`src/rtl/mips32_fetch_queue.sv`:
```
// Instruction prefetch queue feeding the MIPS32 IF/ID stage: issues word fetches,
// buffers returned words with their NPC, and flushes/refetches on a taken branch.
module mips32_fetch_queue #(
  parameter int          DEPTH    = 4,
  parameter int          AW       = 10,
  parameter logic [31:0] RESET_PC = 32'h0000_0000
) (
  input  logic          clk1,
  input  logic          rst,
  output logic          imem_req,
  output logic [AW-1:0] imem_addr,
  input  logic          imem_ready,
  input  logic          imem_rvalid,
  input  logic [31:0]   imem_rdata,
  input  logic          redirect_valid,
  input  logic [31:0]   redirect_pc,
  input  logic          halt,
  output logic          if_valid,
  output logic [31:0]   if_ir,
  output logic [31:0]   if_npc,
  input  logic          if_ready
);

  localparam int PW = $clog2(DEPTH);
  localparam int CW = PW + 1;

  typedef struct packed {
    logic [31:0] ir;
    logic [31:0] npc;
  } entry_t;

  entry_t        store [DEPTH];
  logic [PW-1:0] head;
  logic [PW-1:0] tail;
  logic [CW-1:0] count;
  logic [CW-1:0] outstanding;
  logic [CW-1:0] drop;
  logic [31:0]   fetch_pc;
  logic [31:0]   resp_pc;

  logic [CW:0]   in_use;
  logic          has_credit;
  logic          accept;
  logic          resp;
  logic          resp_drop;
  logic          push;
  logic          pop;

  // Buffered entries plus in-flight requests never exceed DEPTH, so a push
  // can never land on a full queue.
  assign in_use     = {1'b0, count} + {1'b0, outstanding};
  assign has_credit = in_use < (CW+1)'(DEPTH);

  assign imem_req  = !rst && !halt && !redirect_valid && has_credit;
  assign imem_addr = fetch_pc[AW-1:0];

  assign accept    = imem_req && imem_ready;
  assign resp      = imem_rvalid && (outstanding != '0);
  assign resp_drop = resp && (drop != '0);
  assign push      = resp && (drop == '0) && !redirect_valid;
  assign pop       = if_valid && if_ready && !redirect_valid;

  assign if_valid = (count != '0);
  assign if_ir    = if_valid ? store[head].ir  : 32'h0;
  assign if_npc   = if_valid ? store[head].npc : 32'h0;

  // NOTE: storage has no reset; outputs are gated by if_valid so stale contents never escape.
  always_ff @(posedge clk1) begin
    if (push) begin
      store[tail] <= '{ir: imem_rdata, npc: resp_pc + 32'd1};
    end
  end

  // NOTE: all state uses non-blocking assignments so every term reads pre-edge values.
  always_ff @(posedge clk1 or posedge rst) begin
    if (rst) begin
      fetch_pc    <= RESET_PC;
      resp_pc     <= RESET_PC;
      count       <= '0;
      outstanding <= '0;
      drop        <= '0;
      head        <= '0;
      tail        <= '0;
    end else if (redirect_valid) begin
      // Every request still in flight belongs to the abandoned path.
      fetch_pc    <= redirect_pc;
      resp_pc     <= redirect_pc;
      count       <= '0;
      head        <= '0;
      tail        <= '0;
      outstanding <= outstanding - CW'(resp);
      drop        <= outstanding - CW'(resp);
    end else begin
      if (accept) begin
        fetch_pc <= fetch_pc + 32'd1;
      end
      outstanding <= outstanding + CW'(accept) - CW'(resp);
      if (resp_drop) begin
        drop <= drop - CW'(1);
      end
      if (push) begin
        tail    <= tail + PW'(1);
        resp_pc <= resp_pc + 32'd1;
      end
      if (pop) begin
        head <= head + PW'(1);
      end
      count <= count + CW'(push) - CW'(pop);
    end
  end

endmodule

```
`config.mk`:
```
export PLATFORM = sky130hd
export DESIGN_NAME = mips32_fetch_queue
export DESIGN_NICKNAME = d
export VERILOG_FILES = /design/src/rtl/mips32_fetch_queue.sv
export SDC_FILE = /design/constraint.sdc
export NUM_CORES = 1
export LEC_CHECK = 0
export ABC_CLOCK_PERIOD_IN_PS = 7090
export BUFFER_PORTS_ARGS = -buffer_cell sky130_fd_sc_hd__buf_2
export CORE_ASPECT_RATIO = 0.9
export CORE_UTILIZATION = 63
export CTS_CLUSTER_SIZE = 8
export DETAILED_ROUTE_END_ITERATION = 16
export GPL_ROUTABILITY_DRIVEN = 0
export PLACE_DENSITY = 0.9
export SETUP_SLACK_MARGIN = 0.1
export SYNTH_ARGS = -nofsm -noshare
export SYNTH_HDL_FRONTEND = slang
export SYNTH_SLANG_ARGS = --single-unit
```
`constraint.sdc`:
```
create_clock -name clk1 -period 7.09 [get_ports clk1]
set_input_delay 1.418 -clock clk1 [delete_from_list [all_inputs] [get_ports clk1]]
set_output_delay 1.418 -clock clk1 [all_outputs]
set_load 0.02 [all_outputs]
```
# Word-level counts from Yosys, hierarchy flattened
# Memory sizes are Yosys's and may differ from the RTL's.
# Cells that the tools add are included.
dict set report word_totals {
  latchBits 0
  out_inout_bits 76
  romBits 0
  mem_bits_rw 256
  regBits 77
  mem_count 1
}
dict set report classes {
  n_shift 0
  n_div 0
  bitwise 0
  mux 16
  n_mul 0
  eq_ne 0
  magnitude_cmp 1
  reduce_logical 21
  add_sub_neg 11
}
# name words width read_ports rd_clocked_by_memory_dff wr line
set mem_list {}
lappend mem_list {store 4 64 1 0 1 32} ;# entry_t store [DEPTH];
# operator count
set ops {}
lappend ops {{$mux W32} 6}
lappend ops {{$add A32 B1 Y32 const B} 2}
lappend ops {{$mux W3} 4}
lappend ops {{$logic_and A1 B1 Y1} 10}
lappend ops {{$reduce_bool A3 Y1} 3}
lappend ops {{$sub A3 B1 Y3} 3}
lappend ops {{$mux W2} 4}
lappend ops {{$reduce_bool A2 Y1} 4}
lappend ops {{$add A3 B1 Y3} 2}
lappend ops {{$add A2 B1 Y2 const B} 2}
lappend ops {{$add A3 B3 Y4} 1}
lappend ops {{$lt A4 B3 Y1 const B} 1}
lappend ops {{$logic_not A1 Y1} 3}
lappend ops {{$logic_not A3 Y1} 1}
lappend ops {{$sub A3 B1 Y3 const B} 1}
lappend ops {{$mux W1} 2}

# Logic depth before layout (Yosys ltp)
dict set report logic_depth {
  ltp_word 8
  mapped_depth 14
  depth_no_buf 13
}

# Worst setup path after synthesis
# No wires, ideal clock.
dict set report synth_path {
  path_type {input port to flip-flop}
  start {input port imem_rvalid}
  end {memory store[0][0] in the netlist's numbering (enable)}
  cell_stages 4
  t_arrival_ns 3.679
  path_slack_ns 2.982
  setup_ns 0.429
  cell_sequence {o31ai_2 nor2_1 clkbuf_1 and3_1}
}
dict set report synth_via {
  elab_chain_len 5
}
# item line
set synth_lines {}
lappend synth_lines {{from (decl)} 13} ;# input logic imem_rvalid,
lappend synth_lines {{$logic_and A1 B1 Y1} 58} ;# assign resp = imem_rvalid && (outstanding != '0);
lappend synth_lines {{$logic_and A1 B1 Y1 (2 in a row)} 60} ;# assign push = resp && (drop == '0) && !redirect_valid;
lappend synth_lines {{$mux W1} 69} ;# if (push) begin
lappend synth_lines {{$mux W1 (implied by the code)} 70} ;# store[tail] <= '{ir: imem_rdata, npc: resp_pc + 32'd1};
lappend synth_lines {{to (decl)} 32}
# No other way between the ends.

# Worst setup path after layout
dict set report layout_path {
  start {register head[0]}
  end {output port if_npc[1]}
}
dict set report layout_via {
  elab_chain_len 2
}
# item line
set layout_lines {}
lappend layout_lines {{from (decl)} 33} ;# logic [PW-1:0] head;
lappend layout_lines {{from (signal assigned)} 106} ;# head <= head + PW'(1);
lappend layout_lines {{$mem_v2 Z4 W64} --}
lappend layout_lines {{$mux W32} 65} ;# assign if_npc = if_valid ? store[head].npc : 32'h0;
lappend layout_lines {{to (decl)} 20} ;# output logic [31:0] if_npc,
# No other way between the ends.

==> flow_metrics.py <==
metrics = {
    "run_status": {
        "status": "finished, final reports clean",
    },
    "yosys": {
        "seq_area_frac_synth_pct": 66.62,
        "yosysWarnings": 0,
        "synth_edf_count": 256,
        "synth.largest_area_cell": "edfxtp_1",
        "synthFlopType": "edfxtp_1",
        "synthArstFlopShare_pct": 17.68,
        "synth_fp_nets": 964,
        "yosysTopAreaCellShare_pct": 56.51,
        "ys_types": 51,
        "netlist_top_cells_area": "edfxtp_1, mux4_2, dfrtp_1",
        "synthCells": 875,
        "syn_area_mm2": 0.01360,
        "synth-seq-cells": 311,
        "synth.avg_cell_area_um2": 15.55,
    },
    "sta": {
        "setup_viol": 0,
        "final_hold_viol_count": 0,
        "rsz0062_at_grt": "false",
        "worst_hold_slack_ns": 0.5455,
        "finalCritPeriodShare_pct": 62.81,
        "slew_viol_final": 0,
        "final.min_clock_period_ns": 4.453,
        "setup_tns_ns": 0,
        "fmax_mhz": 224.6,
        "fin_skew_ns": 0.02037,
        "tightest_slew_ns": 1.112,
        "slew_headroom_pct": 25.84,
    },
    "global_routing": {
        "first_global_vias": 8438,
        "grt_usage_pct": 29.63,
        "antenna_found_initial": 0,
        "gr-total-overflow": 0,
        "grt_pass1_wl_mm": 48.27,
        "grt_max_degree": 68,
    },
    "die": {
        "coreArea_mm2": 0.02096,
        "die_height_um": 141.4,
        "start_util_pct": 64.91,
        "dieArea_mm2": 0.02219,
        "io_pins": 147,
        "dieWidth_um": 156.9,
        "num_rows": 50,
    },
    "final_layout": {
        "final_nets": 1114,
        "finalCoreUtilization_pct": 75.31,
        "diodes": 0,
        "final_cell_area_mm2": 0.01578,
        "area_growth_syn_to_layout_pct": 16.01,
        "fin_cells": 1337,
        "drive_gt1_share_pct": 27.12,
    },
    "clock_network": {
        "post_cts_resized": 0,
        "cts_htree_levels": 2,
        "cts_hold_buffers": 0,
        "cts_tree": "built",
        "cts_setup_buffers": 0,
        "clockRootBuffer": "clkbuf_16",
        "cts_buffers": 44,
        "cts_sinks": 311,
        "clk_pin_slew_worst_paths_ns": 0.05,
        "ctsLongestPathBuffers": 3,
        "clk_latency_ns": 0.54,
    },
    "setup_path": {
        "rr_startpoint": "outstanding[0]",
        "critPathArrivalTime_ns": 3.04,
        "r2r_slack_ns": 3.61,
        "cp-end-kind": "output port",
        "cp_top_family": "flip-flops",
        "cp_cell_sequence": "buf_4, mux4_2, and2_1, buf_2",
        "critPathMaxFanout": 49,
        "slowest_delay_ns": 1.06,
        "worstReg2RegEnd": "count[2]",
        "worstRegToRegCells": 12,
        "worstSetupStartpointType": "register",
        "required_ns": 5.67,
        "path_class": "reg2out",
        "crit_path_top_delay_cell": "dfrtp_4",
        "crit_buf_inv": 2,
    },
    "min_path": {
        "holdPathEnd": "fetch_pc[9]",
        "min_from": "fetch_pc[9]",
        "holdPathStages": 1,
        "hold_class": "reg2reg",
    },
    "power": {
        "power.density_mw_per_mm2": 358.8,
        "p_leak_nw": 5.650,
        "peakVddDrop_v": 0.0002072,
    },
    "routing": {
        "drcViolationCount": 0,
        "wl_per_cell_um": 23.71,
        "first_pass_iters": 6,
        "ant_nets": 0,
        "vias": 8538,
        "wl_mm": 31.70,
        "vias_per_cell": 6.386,
        "drt_iter0_drc": 915,
    },
    "placement": {
        "place_area_mm2": 0.01452,
        "dp_hpwl_mm": 18.62,
        "numPortBuffers": 146,
        "dp_cells": 1265,
    },
    "job": {
        "drv_cap": 0,
    },
}
-- registers in the layout (all words and copies together) (netlist names) --
name / count
count: 3
drop: 3
fetch_pc: 10
head: 2
outstanding: 3
resp_pc: 32
store: 256
tail: 2
-- per-stage QoR --
| stage | setup slack (ns) | total power [mW] |
|---|---|---|
| finish | 2.637 | 5.663 |
| global route | 2.402 | 5.881 |
| CTS | 2.541 | 5.683 |
| detailed placement | 2.841 | 3.746 |
| global placement | 2.974 | 3.693 |
| floorplan | 2.982 | 3.281 |
-- worst max path at each step --
stage / start / endpoint / slack (ns) / depth (start not counted)
6_report: head[0] / if_npc[1] / 2.64 / 4
5_1_grt: head[0] / if_npc[1] / 2.40 / 4
4_1_cts: head[0] / if_npc[1] / 2.54 / 4
3_5_place_dp: rst / outstanding[2] / 2.84 / 11
3_3_place_gp: rst / outstanding[2] / 2.97 / 11
2_1_floorplan: imem_rvalid / store[0][0] / 2.98 / 4
-- report_power, final --
group,internal (mW),total [mW],switching (mW)
Combinational,0.597,1.46,0.865
Clock,1.19,1.94,0.752
Sequential,2.11,2.26,0.159
Total,3.89,5.66,1.78
-- Yosys cell counts (21+ instances only) --
cell	number
xnor2_1	21
nor2_1	40
nand4_1	22
dfrtp_1	55
edfxtp_1	256
clkbuf_1	28
nand3_1	27
nand2_1	40
mux4_2	64
and2_1	68
xor2_1	25
inv_1	23
-- kinds of logic after synthesis --
group                      after synthesis  synth area share (%)
AOI/OAI and AO/OA                       80                 4.028
muxes                                   65                 10.67
DFF                                    311                 66.62
adders and majority gates               18                 1.766
buffers and inverters                   76                 2.557
and+or+nand+nor                        279                 11.40
xor gates and xnor gates                46                 2.961
-- routing by layer --
metal  track usage, %  up-vias  part of all wire (%)
met3            4.643       74                   8.2
met4            10.63        0                   2.7
met5                0        -                     0
met1            42.26     4229                    41
li1                 -     3676                     -
met2            47.13      559                    49
-- layout make-up --
cell class,instances,area (um2)
multi-input cells,488,4199
clock buffers,71,1245
well taps,286,357.8
flip-flops and latches,311,9069
fillers,1182,5175
repair buffers,156,805.8
clock inverters,1,16.27
inverters,24,90.09
-- worst register-to-register path, delay by kind of cell (launching register included) --
family,cells,cell delay [ns]
and+or+nand+nor,3,0.89
adders and majority gates,3,0.71
buffers and inverters,4,0.58
AOI/OAI and AO/OA,1,0.54
DFF,1,0.44
xor gates and xnor gates,1,0.18
-- cell usage in the layout, fill, tap and decap left out, types with 25 or more instances in the layout --
cell type / n
and2_1: 68
buf_2: 146
clkbuf_1: 25
clkbuf_16: 46
dfrtp_1: 53
edfxtp_1: 256
mux4_2: 64
nand2_1: 40
nand3_1: 27
nor2_1: 40
xor2_1: 25
Note: power is estimated with default switching activity, not from simulation.
